[src/rtl/pipeline_hazard_ctrl_pkg.sv]
// Shared definitions for the pipeline hazard controller.
//   - FSM state encoding (RUN / MEM_WAIT / ERROR)
//   - REG_ZERO, the hard-wired zero register that never causes a hazard
//   - pipe_ctrl_t, the bundle of enable/flush controls driven to the datapath
//   - load_use_hit(), the load-use hazard detector
package pipeline_hazard_ctrl_pkg;

  localparam logic [1:0] ST_RUN      = 2'd0;
  localparam logic [1:0] ST_MEM_WAIT = 2'd1;
  localparam logic [1:0] ST_ERROR    = 2'd2;

  localparam logic [4:0] REG_ZERO = 5'd0;

  typedef struct packed {
    logic pc_write;
    logic fd_write;
    logic dx_write;
    logic xm_write;
    logic mw_write;
    logic fd_flush;
    logic dx_flush;
    logic xm_flush;
    logic mw_flush;
  } pipe_ctrl_t;

  // A load in EX whose destination is read by the instruction in ID.
  // Writes to the zero register are discarded, so they never create a hazard.
  function automatic logic load_use_hit(input logic       ex_mem_read,
                                        input logic [4:0] ex_rd,
                                        input logic [4:0] id_rs,
                                        input logic [4:0] id_rt,
                                        input logic       id_uses_rt);
    return ex_mem_read && (ex_rd != REG_ZERO) &&
           ((ex_rd == id_rs) || (id_uses_rt && (ex_rd == id_rt)));
  endfunction

endpackage

[src/rtl/pipeline_hazard_ctrl_if.sv]
// Signal bundle between the datapath and the hazard controller.
//   Inputs to the controller : id_rs, id_rt, id_uses_rt, ex_mem_read,
//                              ex_write_reg_addr, mem_branch_taken,
//                              mem_req, mem_ready
//   Outputs of the controller: pc/fd/dx/xm/mw_write, fd/dx/xm/mw_flush,
//                              mem_timeout, stall_count, flush_count,
//                              dbg_state (current FSM state)
//
// Memory handshake: mem_req is the request (valid) held by the MEM stage for
// as long as its access is outstanding; mem_ready is the completion (ready)
// from the data memory. The access completes in the cycle where both are 1.
// mem_req=1 with mem_ready=0 freezes the front of the pipeline; mem_ready
// has no meaning while mem_req=0.
// Modports: master = datapath side, slave = hazard controller.
interface pipeline_hazard_ctrl_if #(
  parameter int CNT_W = 32
);
  import pipeline_hazard_ctrl_pkg::*;

  logic [4:0]       id_rs;
  logic [4:0]       id_rt;
  logic             id_uses_rt;
  logic             ex_mem_read;
  logic [4:0]       ex_write_reg_addr;
  logic             mem_branch_taken;
  logic             mem_req;
  logic             mem_ready;

  logic             pc_write;
  logic             fd_write;
  logic             dx_write;
  logic             xm_write;
  logic             mw_write;
  logic             fd_flush;
  logic             dx_flush;
  logic             xm_flush;
  logic             mw_flush;
  logic             mem_timeout;
  logic [CNT_W-1:0] stall_count;
  logic [CNT_W-1:0] flush_count;
  logic [1:0]       dbg_state;

  modport master (
    output id_rs, id_rt, id_uses_rt, ex_mem_read, ex_write_reg_addr,
           mem_branch_taken, mem_req, mem_ready,
    input  pc_write, fd_write, dx_write, xm_write, mw_write,
           fd_flush, dx_flush, xm_flush, mw_flush,
           mem_timeout, stall_count, flush_count, dbg_state
  );

  modport slave (
    input  id_rs, id_rt, id_uses_rt, ex_mem_read, ex_write_reg_addr,
           mem_branch_taken, mem_req, mem_ready,
    output pc_write, fd_write, dx_write, xm_write, mw_write,
           fd_flush, dx_flush, xm_flush, mw_flush,
           mem_timeout, stall_count, flush_count, dbg_state
  );

endinterface

[src/rtl/pipeline_hazard_ctrl_sat_counter.sv]
// Saturating event counter with asynchronous active-high reset.
//   clk, rst : clock, asynchronous reset (clears the count)
//   en_i     : count one event on this edge
//   count_o  : current count, sticks at all-ones
module sat_counter #(
  parameter int W = 32
) (
  input  logic         clk,
  input  logic         rst,
  input  logic         en_i,
  output logic [W-1:0] count_o
);

  logic [W-1:0] count_q;
  logic [W-1:0] count_d;

  always_comb begin
    count_d = count_q;
    if (en_i && (count_q != {W{1'b1}})) begin
      count_d = count_q + W'(1);
    end
  end

  always_ff @(posedge clk or posedge rst) begin
    if (rst) begin
      count_q <= '0;
    end else begin
      count_q <= count_d;
    end
  end

  assign count_o = count_q;

endmodule

[src/rtl/pipeline_hazard_ctrl.sv]
// Stall/flush sequencer for the 5-stage pipeline.
//   clk, rst : clock, asynchronous active-high reset
//   hz       : slave side of pipeline_hazard_ctrl_if (hazard inputs from
//              ID / EX / MEM, enable and flush controls for PC and the four
//              pipeline registers, timeout flag, performance counters,
//              FSM state for debug)
// Controls are combinational from the FSM state and the current inputs.
// Priority: error freeze > memory freeze > branch flush > load-use > run.
module pipeline_hazard_ctrl
  import pipeline_hazard_ctrl_pkg::*;
#(
  parameter int MEM_TIMEOUT = 64,
  parameter int CNT_W       = 32
) (
  input logic                   clk,
  input logic                   rst,
  pipeline_hazard_ctrl_if.slave hz
);

  localparam int WAIT_W = (MEM_TIMEOUT == 0) ? 1 : $clog2(MEM_TIMEOUT + 1);

  logic [1:0]        state_q;
  logic [1:0]        state_d;
  logic [WAIT_W-1:0] wait_cnt_q;
  logic [WAIT_W-1:0] wait_cnt_d;

  logic              freeze;
  logic              load_use;
  logic              branch_flush;
  logic              timeout_hit;
  pipe_ctrl_t        ctrl;
  logic [CNT_W-1:0]  stall_cnt;
  logic [CNT_W-1:0]  flush_cnt;

  // ERROR owns the pipeline outright, so nothing below it may act there.
  assign freeze       = (state_q != ST_ERROR) && hz.mem_req && !hz.mem_ready;
  assign branch_flush = (state_q != ST_ERROR) && !freeze && hz.mem_branch_taken;
  assign load_use     = load_use_hit(hz.ex_mem_read, hz.ex_write_reg_addr,
                                     hz.id_rs, hz.id_rt, hz.id_uses_rt);
  assign timeout_hit  = (MEM_TIMEOUT != 0) && (wait_cnt_q == WAIT_W'(MEM_TIMEOUT));

  always_comb begin
    ctrl = '0;
    if (rst) begin
      ctrl.fd_flush = 1'b1;
      ctrl.dx_flush = 1'b1;
      ctrl.xm_flush = 1'b1;
      ctrl.mw_flush = 1'b1;
    end else if (state_q == ST_ERROR) begin
      ctrl = '0;
    end else if (freeze) begin
      // WB keeps clocking but takes a bubble, so the instruction stuck in
      // MEM is not written back twice.
      ctrl.mw_write = 1'b1;
      ctrl.mw_flush = 1'b1;
    end else if (branch_flush) begin
      // The ID instruction is squashed here, so load-use does not matter.
      ctrl.pc_write = 1'b1;
      ctrl.fd_write = 1'b1;
      ctrl.dx_write = 1'b1;
      ctrl.xm_write = 1'b1;
      ctrl.mw_write = 1'b1;
      ctrl.fd_flush = 1'b1;
      ctrl.dx_flush = 1'b1;
      ctrl.xm_flush = 1'b1;
    end else if (load_use) begin
      // One bubble suffices: the load moves out of EX on this edge.
      ctrl.dx_write = 1'b1;
      ctrl.dx_flush = 1'b1;
      ctrl.xm_write = 1'b1;
      ctrl.mw_write = 1'b1;
    end else begin
      ctrl.pc_write = 1'b1;
      ctrl.fd_write = 1'b1;
      ctrl.dx_write = 1'b1;
      ctrl.xm_write = 1'b1;
      ctrl.mw_write = 1'b1;
    end
  end

  always_comb begin
    state_d    = state_q;
    wait_cnt_d = wait_cnt_q;
    case (state_q)
      ST_RUN: begin
        if (freeze) begin
          state_d    = ST_MEM_WAIT;
          wait_cnt_d = WAIT_W'(1);
        end
      end
      ST_MEM_WAIT: begin
        if (freeze) begin
          if (timeout_hit) begin
            state_d = ST_ERROR;
          end else begin
            wait_cnt_d = wait_cnt_q + WAIT_W'(1);
          end
        end else begin
          // Release is already visible in this cycle's controls.
          state_d    = ST_RUN;
          wait_cnt_d = '0;
        end
      end
      ST_ERROR: begin
        state_d = ST_ERROR;
      end
      default: begin
        state_d    = ST_RUN;
        wait_cnt_d = '0;
      end
    endcase
  end

  always_ff @(posedge clk or posedge rst) begin
    if (rst) begin
      state_q    <= ST_RUN;
      wait_cnt_q <= '0;
    end else begin
      state_q    <= state_d;
      wait_cnt_q <= wait_cnt_d;
    end
  end

  sat_counter #(.W(CNT_W)) u_stall_cnt (
    .clk     (clk),
    .rst     (rst),
    .en_i    (!ctrl.pc_write),
    .count_o (stall_cnt)
  );

  sat_counter #(.W(CNT_W)) u_flush_cnt (
    .clk     (clk),
    .rst     (rst),
    .en_i    (branch_flush),
    .count_o (flush_cnt)
  );

  assign hz.pc_write    = ctrl.pc_write;
  assign hz.fd_write    = ctrl.fd_write;
  assign hz.dx_write    = ctrl.dx_write;
  assign hz.xm_write    = ctrl.xm_write;
  assign hz.mw_write    = ctrl.mw_write;
  assign hz.fd_flush    = ctrl.fd_flush;
  assign hz.dx_flush    = ctrl.dx_flush;
  assign hz.xm_flush    = ctrl.xm_flush;
  assign hz.mw_flush    = ctrl.mw_flush;
  assign hz.mem_timeout = (state_q == ST_ERROR);
  assign hz.stall_count = stall_cnt;
  assign hz.flush_count = flush_cnt;
  assign hz.dbg_state   = state_q;

endmodule

[src/flat_wrapper.sv]
// flat-port wrapper written by rule: the top's interface ports become plain ports
module pipeline_hazard_ctrl_flat import pipeline_hazard_ctrl_pkg::*;
#(
  parameter int MEM_TIMEOUT = 64,
  parameter int CNT_W       = 32
)
  (clk, rst, hz_id_rs, hz_id_rt, hz_id_uses_rt, hz_ex_mem_read, hz_ex_write_reg_addr, hz_mem_branch_taken, hz_mem_req, hz_mem_ready, hz_pc_write, hz_fd_write, hz_dx_write, hz_xm_write, hz_mw_write, hz_fd_flush, hz_dx_flush, hz_xm_flush, hz_mw_flush, hz_mem_timeout, hz_stall_count, hz_flush_count, hz_dbg_state);
  pipeline_hazard_ctrl_if #(.CNT_W(CNT_W)) hz_i ();
  input logic clk;
  input logic rst;
  input wire logic [$bits(hz_i.id_rs)-1:0] hz_id_rs;
  input wire logic [$bits(hz_i.id_rt)-1:0] hz_id_rt;
  input wire logic [$bits(hz_i.id_uses_rt)-1:0] hz_id_uses_rt;
  input wire logic [$bits(hz_i.ex_mem_read)-1:0] hz_ex_mem_read;
  input wire logic [$bits(hz_i.ex_write_reg_addr)-1:0] hz_ex_write_reg_addr;
  input wire logic [$bits(hz_i.mem_branch_taken)-1:0] hz_mem_branch_taken;
  input wire logic [$bits(hz_i.mem_req)-1:0] hz_mem_req;
  input wire logic [$bits(hz_i.mem_ready)-1:0] hz_mem_ready;
  output wire logic [$bits(hz_i.pc_write)-1:0] hz_pc_write;
  output wire logic [$bits(hz_i.fd_write)-1:0] hz_fd_write;
  output wire logic [$bits(hz_i.dx_write)-1:0] hz_dx_write;
  output wire logic [$bits(hz_i.xm_write)-1:0] hz_xm_write;
  output wire logic [$bits(hz_i.mw_write)-1:0] hz_mw_write;
  output wire logic [$bits(hz_i.fd_flush)-1:0] hz_fd_flush;
  output wire logic [$bits(hz_i.dx_flush)-1:0] hz_dx_flush;
  output wire logic [$bits(hz_i.xm_flush)-1:0] hz_xm_flush;
  output wire logic [$bits(hz_i.mw_flush)-1:0] hz_mw_flush;
  output wire logic [$bits(hz_i.mem_timeout)-1:0] hz_mem_timeout;
  output wire logic [$bits(hz_i.stall_count)-1:0] hz_stall_count;
  output wire logic [$bits(hz_i.flush_count)-1:0] hz_flush_count;
  output wire logic [$bits(hz_i.dbg_state)-1:0] hz_dbg_state;
  assign hz_i.id_rs = hz_id_rs;
  assign hz_i.id_rt = hz_id_rt;
  assign hz_i.id_uses_rt = hz_id_uses_rt;
  assign hz_i.ex_mem_read = hz_ex_mem_read;
  assign hz_i.ex_write_reg_addr = hz_ex_write_reg_addr;
  assign hz_i.mem_branch_taken = hz_mem_branch_taken;
  assign hz_i.mem_req = hz_mem_req;
  assign hz_i.mem_ready = hz_mem_ready;
  assign hz_pc_write = hz_i.pc_write;
  assign hz_fd_write = hz_i.fd_write;
  assign hz_dx_write = hz_i.dx_write;
  assign hz_xm_write = hz_i.xm_write;
  assign hz_mw_write = hz_i.mw_write;
  assign hz_fd_flush = hz_i.fd_flush;
  assign hz_dx_flush = hz_i.dx_flush;
  assign hz_xm_flush = hz_i.xm_flush;
  assign hz_mw_flush = hz_i.mw_flush;
  assign hz_mem_timeout = hz_i.mem_timeout;
  assign hz_stall_count = hz_i.stall_count;
  assign hz_flush_count = hz_i.flush_count;
  assign hz_dbg_state = hz_i.dbg_state;
  pipeline_hazard_ctrl #(.MEM_TIMEOUT(MEM_TIMEOUT), .CNT_W(CNT_W)) u_core (.clk(clk), .rst(rst), .hz(hz_i));
endmodule
[config.mk]
export PLATFORM = sky130hd
export DESIGN_NAME = pipeline_hazard_ctrl_flat
export DESIGN_NICKNAME = d
export VERILOG_FILES = /design/src/rtl/pipeline_hazard_ctrl_pkg.sv /design/src/rtl/pipeline_hazard_ctrl_if.sv /design/src/rtl/pipeline_hazard_ctrl_sat_counter.sv /design/src/rtl/pipeline_hazard_ctrl.sv /design/src/flat_wrapper.sv
export SDC_FILE = /design/constraint.sdc
export NUM_CORES = 1
export LEC_CHECK = 0
export BUFFER_PORTS_ARGS = -buffer_cell sky130_fd_sc_hd__buf_2
export CELL_PAD_IN_SITES_DETAIL_PLACEMENT = 1
export CELL_PAD_IN_SITES_GLOBAL_PLACEMENT = 1
export CORE_UTILIZATION = 41
export DETAILED_ROUTE_END_ITERATION = 8
export MAX_ROUTING_LAYER = met4
export PLACE_DENSITY_LB_ADDON = 0.1
export SLEW_MARGIN = 30
export SYNTH_ARGS = -nofsm -noshare
export SYNTH_HDL_FRONTEND = slang
export SYNTH_SLANG_ARGS = --single-unit
[constraint.sdc]
create_clock -name clk -period 3.9 [get_ports clk]
set_clock_uncertainty 0.2 [all_clocks]
set_input_delay 0.39 -clock clk [delete_from_list [all_inputs] [get_ports clk]]
set_output_delay 0.39 -clock clk [all_outputs]
set_load 0.01 [all_outputs]
==> results.md, run 1 <==
* Critical path class: flop to flop
* # placed instances at between 500 and 600
* CTS max path bufs at 2
* Fill cells at approximately 1100
* Cells after Synth at ~380
* Ant. Diodes at 0
* Net Count, Synth at between 400 and 500
* Post-layout util at 0.513
* H-tree depth reported by CTS at 3
* Chip width at about 99 um
* First drt pass iteration count at 4
* EDFF count, synth at 0
* Fmax achieved at 0.383 GHz
* Total Nets Final at 510
* Drt total wl at between 9 and 10 mm
* Violated checks: hold timing
* Post-synthesis sequential area ratio at 0.472
* Post-DRT Antenna Nets at 0
* Height of the die at roughly 100 um
* Crit path DAT at about 2600 ps
* Dpl hpwl at ~7.3 mm
* Post-synthesis cell type count at slightly below 50
* Setup ws final at approximately 1300 ps
* GPL Wtd Cong at slightly below 0.8
* Top-level port count at 98
* Die Area at around 0.0098 mm^2
* #FFs+latches synth at between 70 and 80
* Post-synth top flop: dfrtp_1
* Via count at around 3200
* Hold slack at -5.58 ps
* Initial Util at 0.421
* Outcome: finished, violations left
* Overflow after GRT at 0
* PwrDens at about 440 mW/mm^2
* Hold crit path type: primary input to asynchronous set/reset pin
* Max-slew violations at 0
* Core ar. at 0.00920 mm^2
* Drc violations at 0
* Core Rows at 35
* Cts hold-fix bufs at 0
* Ys Warns at 0
* CTS tree: built
* Design Area, Final at between 0.004 and 0.005 mm^2
* Setup Viol. Count Final at 0
* Clk root buf: clkbuf_8
* First-pass GRT wire length at about 16 mm
* CP startpoint kind: flop
* Commonest non-fill, non-tap cell in the layout: buf_2
* CP max FO at 8
* Layout cells sized above 1 at 0.276
* Total Negative Setup Slacks at 0 ps
* Antenna violations before repair at 0
* Final Critical Period at approximately 2600 ps
* Postcts setup bufs at 0
* Average instance area after synthesis at around 10 um^2
* Leak Pwr at 2.35 nW
* Syn-to-layout area delta at 21.7%
* CTS buffer count at 9
* WP data required at around 4000 ps
* Area of the mapped netlist at 0.00387 mm^2
* Cell Count, Final, Fillers Out at 600
* Vias in the first global route at 3269
* Peak VDD IR at around 190 uV
* Tot Pwr at about 2.1 mW
* CP Capture Type: flop
* Post-CTS Resized at 0
* Clock sinks at 73
* Endpoints failing hold at 4
* Final period util at 0.669
* RSZ-0062 raised after global routing: no
* Commonest cells after routing, fill and taps aside: buf_2, dfrtp_1, xor2_1
* Largest net degree at the start of global routing at 41
* Tot GR Track Use at 0.219
* Area post-placement at 0.00448 mm^2
* Pre-CTS setup slack at approximately 1300 ps
* Drt wl/cell at between 15 and 20 um
* Drt initial violations at about 60
* IO Port Bufs at between 90 and 100
* Asr flop ratio synth at 1.00
* Slew at the pin with the worst max-slew slack at about 810 ps
* Max-cap violations at 0
* Clock Latency Late Sink at about 340 ps
* Clock transition at path regs at approximately 80 ps
* Max_slew headroom at 0.458
* Via density per instance at roughly 5.3
-- registers in the layout, indices dropped and copies added, names as in the netlist --
name                        cells
u_core.u_flush_cnt.count_o     32
u_core.u_stall_cnt.count_o     32
u_core.wait_cnt_q               7
u_core.hz.dbg_state             2
-- cells in the mapped netlist, types with 3 or more instances --
master     n  area [um^2]
xnor2_1   32          280
nor4_2     4         50.1
nor2_1    31          116
a21oi_1    3         15.0
ha_1       4         50.1
dfrtp_1   73         1830
o22ai_1    7         43.8
nand3_1   34          170
nor3_2     3         30.0
nand4_1   14         87.6
inv_1     15         56.3
xor2_1    44          385
nor3_1    21          105
nor4_1     7         43.8
nand2_1   38          143
nand2b_1   3         18.8
and4_1     4         35.0
buf_4      4         30.0
and3_1     6         37.5
-- worst max-delay path, stage by stage, from the launching register on --
cell and delay (ps):
dfrtp_1 440, nand4_1 200, nor3_1 420, nand3_1 290, o21ai_1 640, nor3_1 130, xor2_1 180
-- final timing paths --
| path | endpoint | depth (start not counted) | start | slack (ps) |
|---|---|---|---|---|
| max | u_core.u_flush_cnt.count_o[15]$_DFFE_PP0P_ | 6 | u_core.u_flush_cnt.count_o[12]$_DFFE_PP0P_ | 1290 |
| min | u_core.u_flush_cnt.count_o[1]$_DFFE_PP0P_ | 3 | rst | -6 |
| max reg2reg | u_core.u_flush_cnt.count_o[15]$_DFFE_PP0P_ | 6 | u_core.u_flush_cnt.count_o[12]$_DFFE_PP0P_ | 1290 |
| min reg2reg | u_core.u_stall_cnt.count_o[13]$_DFFE_PP0P_ | 1 | u_core.u_stall_cnt.count_o[13]$_DFFE_PP0P_ | 290 |
| max in group asynchronous | u_core.u_stall_cnt.count_o[17]$_DFFE_PP0P_ | 4 | rst | 2940 |
| min in group clk | u_core.u_stall_cnt.count_o[13]$_DFFE_PP0P_ | 1 | u_core.u_stall_cnt.count_o[13]$_DFFE_PP0P_ | 290 |
-- cells by family after synthesis --
kind of cell | count (synthesis) | share of synthesized area
AO/OA/AOI/OAI | 20 | 0.0404
XOR/XNOR | 76 | 0.172
adder cells (fa/ha/maj) | 4 | 0.0129
buffers and inverters | 23 | 0.0284
flip-flops | 73 | 0.472
multiplexers | 3 | 0.00840
AND/OR/NAND/NOR | 183 | 0.266
-- per-layer routing --
metal	vias up	track usage	part of all wire
li1	1529	-	-
met1	1569	0.285	0.47
met2	66	0.353	0.49
met3	8	0.0443	0.036
met4	0	0.0577	0.0085
met5	-	-	0
-- power by group --
group	switching (mW)	total, mW	internal, mW	leakage, nW
clock network	0.293	0.719	0.426	0.118
logic	0.223	0.380	0.157	1.28
registers	0.124	0.955	0.831	0.958
-- cell type report --
class	count	area, um^2	share of cell area
sequential	73	1830	0.387
timing repair buffer	99	513	0.109
tap	111	139	0.0295
inverter	15	56.3	0.0119
clock buffer	11	131	0.0279
clock inverter	5	104	0.0220
multi-input combinational	286	1940	0.412
Note: power is estimated with default switching activity, not from simulation.
==> run 2: changes to the inputs <==
Clock period 3.9 ns to 2.51 ns, I/O delays scaled along.
==> results.md, run 2 (synthesized netlist as in run 1, its figures left out) <==
* Tot Pwr at 3.18 mW (was 2.05 mW)
* Cell Count, Final, Fillers Out at 618 (was 600)
* Hold crit path type: primary input to asynchronous set/reset pin (unchanged)
* Crit path DAT at 2430 ps (was 2630 ps)
* CP Capture Type: flop (unchanged)
* CTS max path bufs at 2 (unchanged)
* Height of the die at 99.2 um (unchanged)
* Max-cap violations at 0 (unchanged)
* Commonest non-fill, non-tap cell in the layout: buf_2 (unchanged)
* Drt total wl at 9.73 mm (was 9.70 mm)
* P_sw at 1.02 mW (was 640 uW)
* Antenna violations before repair at 0 (unchanged)
* Hold slack at 185 ps (was -5.58 ps)
* PwrDens at 648 mW/mm^2 (was 436 mW/mm^2)
* Syn-to-layout area delta at 26.8% (was 21.7%)
* GPL Wtd Cong at 0.806 (was 0.776)
* Pre-CTS setup slack at 153 ps (was 1290 ps)
* Tot GR Track Use at 0.213 (was 0.219)
* Leak Pwr at 2.43 nW (was 2.35 nW)
* IO Port Bufs at 97 (unchanged)
* Vias in the first global route at 3266 (was 3269)
* Peak VDD IR at 304 uV (was 194 uV)
* CP max FO at 5 (was 8)
* Clk root buf: clkbuf_8 (unchanged)
* First drt pass iteration count at 4 (unchanged)
* Met3 wire length at 380 um (was 352 um)
* Slew at the pin with the worst max-slew slack at 553 ps (was 809 ps)
* Overflow after GRT at 0 (unchanged)
* Core ar. at 0.00920 mm^2 (unchanged)
* Post-DRT Antenna Nets at 0 (unchanged)
* Via density per instance at 5.17 (was 5.29)
* CP startpoint kind: flop (unchanged)
* Critical path class: flop to flop (unchanged)
* Total Negative Setup Slacks at 0 ps (unchanged)
* Chip width at 99.2 um (unchanged)
* Layout cells sized above 1 at 0.333 (was 0.276)
* Max_slew headroom at 0.631 (was 0.458)
* Die Area at 0.00984 mm^2 (unchanged)
* Total Nets Final at 528 (was 510)
* Ant. Diodes at 0 (unchanged)
* CTS buffer count at 9 (unchanged)
* Clock transition at path regs at 80 ps (about the same)
* Met1 Routed Length at 4.36 mm (was 4.53 mm)
* Setup Viol. Count Final at 0 (unchanged)
* H-tree depth reported by CTS at 3 (unchanged)
* Clock Latency Late Sink at 350 ps (was 340 ps)
* Drt wl/cell at 15.7 um (was 16.2 um)
* Setup ws final at 152 ps (was 1290 ps)
* Clock network power share at 0.325 (was 0.350)
* CTS tree: built (unchanged)
* Max-slew violations at 0 (unchanged)
* Dpl hpwl at 7.39 mm (was 7.28 mm)
* Outcome: finished, final reports clean (was finished, violations left)
* Clock sinks at 73 (unchanged)
* Switching part of the total power at 0.321 (was 0.311)
* Fmax achieved at 0.424 GHz (was 0.383 GHz)
* Drt initial violations at 62 (was 61)
* # placed instances at 600 (was 584)
* WP data required at 2580 ps (was 3920 ps)
* Seq pwr share at 0.453 (was 0.465)
* Core Rows at 35 (unchanged)
* Drc violations at 0 (unchanged)
* Final Critical Period at 2360 ps (was 2610 ps)
* Pint at 2.16 mW (was 1.41 mW)
* Initial Util at 0.421 (unchanged)
* Final period util at 0.939 (was 0.669)
* Top-level port count at 98 (unchanged)
* Met2 wire length at 4.85 mm (was 4.73 mm)
* Max layer used: met4 (unchanged)
* Largest net degree at the start of global routing at 36 (was 41)
* Via count at 3196 (was 3172)
* First-pass GRT wire length at 16.1 mm (was 16.4 mm)
* Endpoints failing hold at 0 (was 4)
* Combinational power share at 0.223 (was 0.185)
* Commonest cells after routing, fill and taps aside: buf_2, dfrtp_1, xor2_1 (unchanged)
==> run 2: final timing paths <==
| path | depth (start not counted) | start | slack [ps] | end |
|---|---|---|---|---|
| max | 8 | u_core.u_stall_cnt.count_o[0]$_DFFE_PP0P_ | 150 | u_core.u_stall_cnt.count_o[20]$_DFFE_PP0P_ |
| min | 3 | rst | 190 | u_core.wait_cnt_q[6]$_DFFE_PP0P_ |
| max reg2reg | 8 | u_core.u_stall_cnt.count_o[0]$_DFFE_PP0P_ | 150 | u_core.u_stall_cnt.count_o[20]$_DFFE_PP0P_ |
| min reg2reg | 1 | u_core.u_stall_cnt.count_o[9]$_DFFE_PP0P_ | 290 | u_core.u_stall_cnt.count_o[9]$_DFFE_PP0P_ |
| max in group asynchronous | 5 | rst | 760 | u_core.u_flush_cnt.count_o[10]$_DFFE_PP0P_ |
| min in group clk | 4 | hz_mem_ready | 200 | u_core.hz.dbg_state[0]$_DFFE_PP0P_ |
==> run 2: power by group through the flow <==
stage / logic, mW / clock network, mW / registers (mW)
floorplan: 0.334 / 0 / 1.51
CTS: 0.725 / 1.06 / 1.44
finish: 0.709 / 1.03 / 1.44
global route: 0.784 / 1.10 / 1.46
global placement: 0.700 / 0 / 1.45
detailed placement: 0.716 / 0 / 1.47
==> run 2: stage by stage <==
step,cell area (um^2),utilization
after floorplan,3970,-
after global routing,4910,0.534
after global placement,4670,0.507
after CTS,4900,0.532
after detailed placement,4670,0.507
final,4910,0.534
==> run 2: metal layers <==
metal | track usage | vias up
li1 | - | 1558
met1 | 0.262 | 1570
met2 | 0.351 | 54
met3 | 0.0513 | 14
met4 | 0.0633 | 0
met5 | - | -
==> run 2: timing repair <==
action | in CTS | in global routing
setup buffers | 0 | 1
endpoints found under the hold margin | 6 | 0
setup endpoints to repair | 0 | 1
gates resized for setup | 0 | 1
hold buffers | 1 | 0
==> run 2: worst max-delay path, stage by stage, from the launching register on <==
cell and delay [ps]:
dfrtp_1 360, ha_1 170, nand4_1 150, nor4b_4 410, nor3b_2 250, a22oi_2 130, buf_4 210, nor4_2 240
xor2_1 160
==> run 2: final cells by class <==
type,instances,area [um^2]
fill,1070,4290
multi-input combinational,286,2020
sequential,73,1830
timing repair buffer,117,638
tap,111,139
clock buffer,9,124
clock inverter,7,95.1
inverter,15,62.6
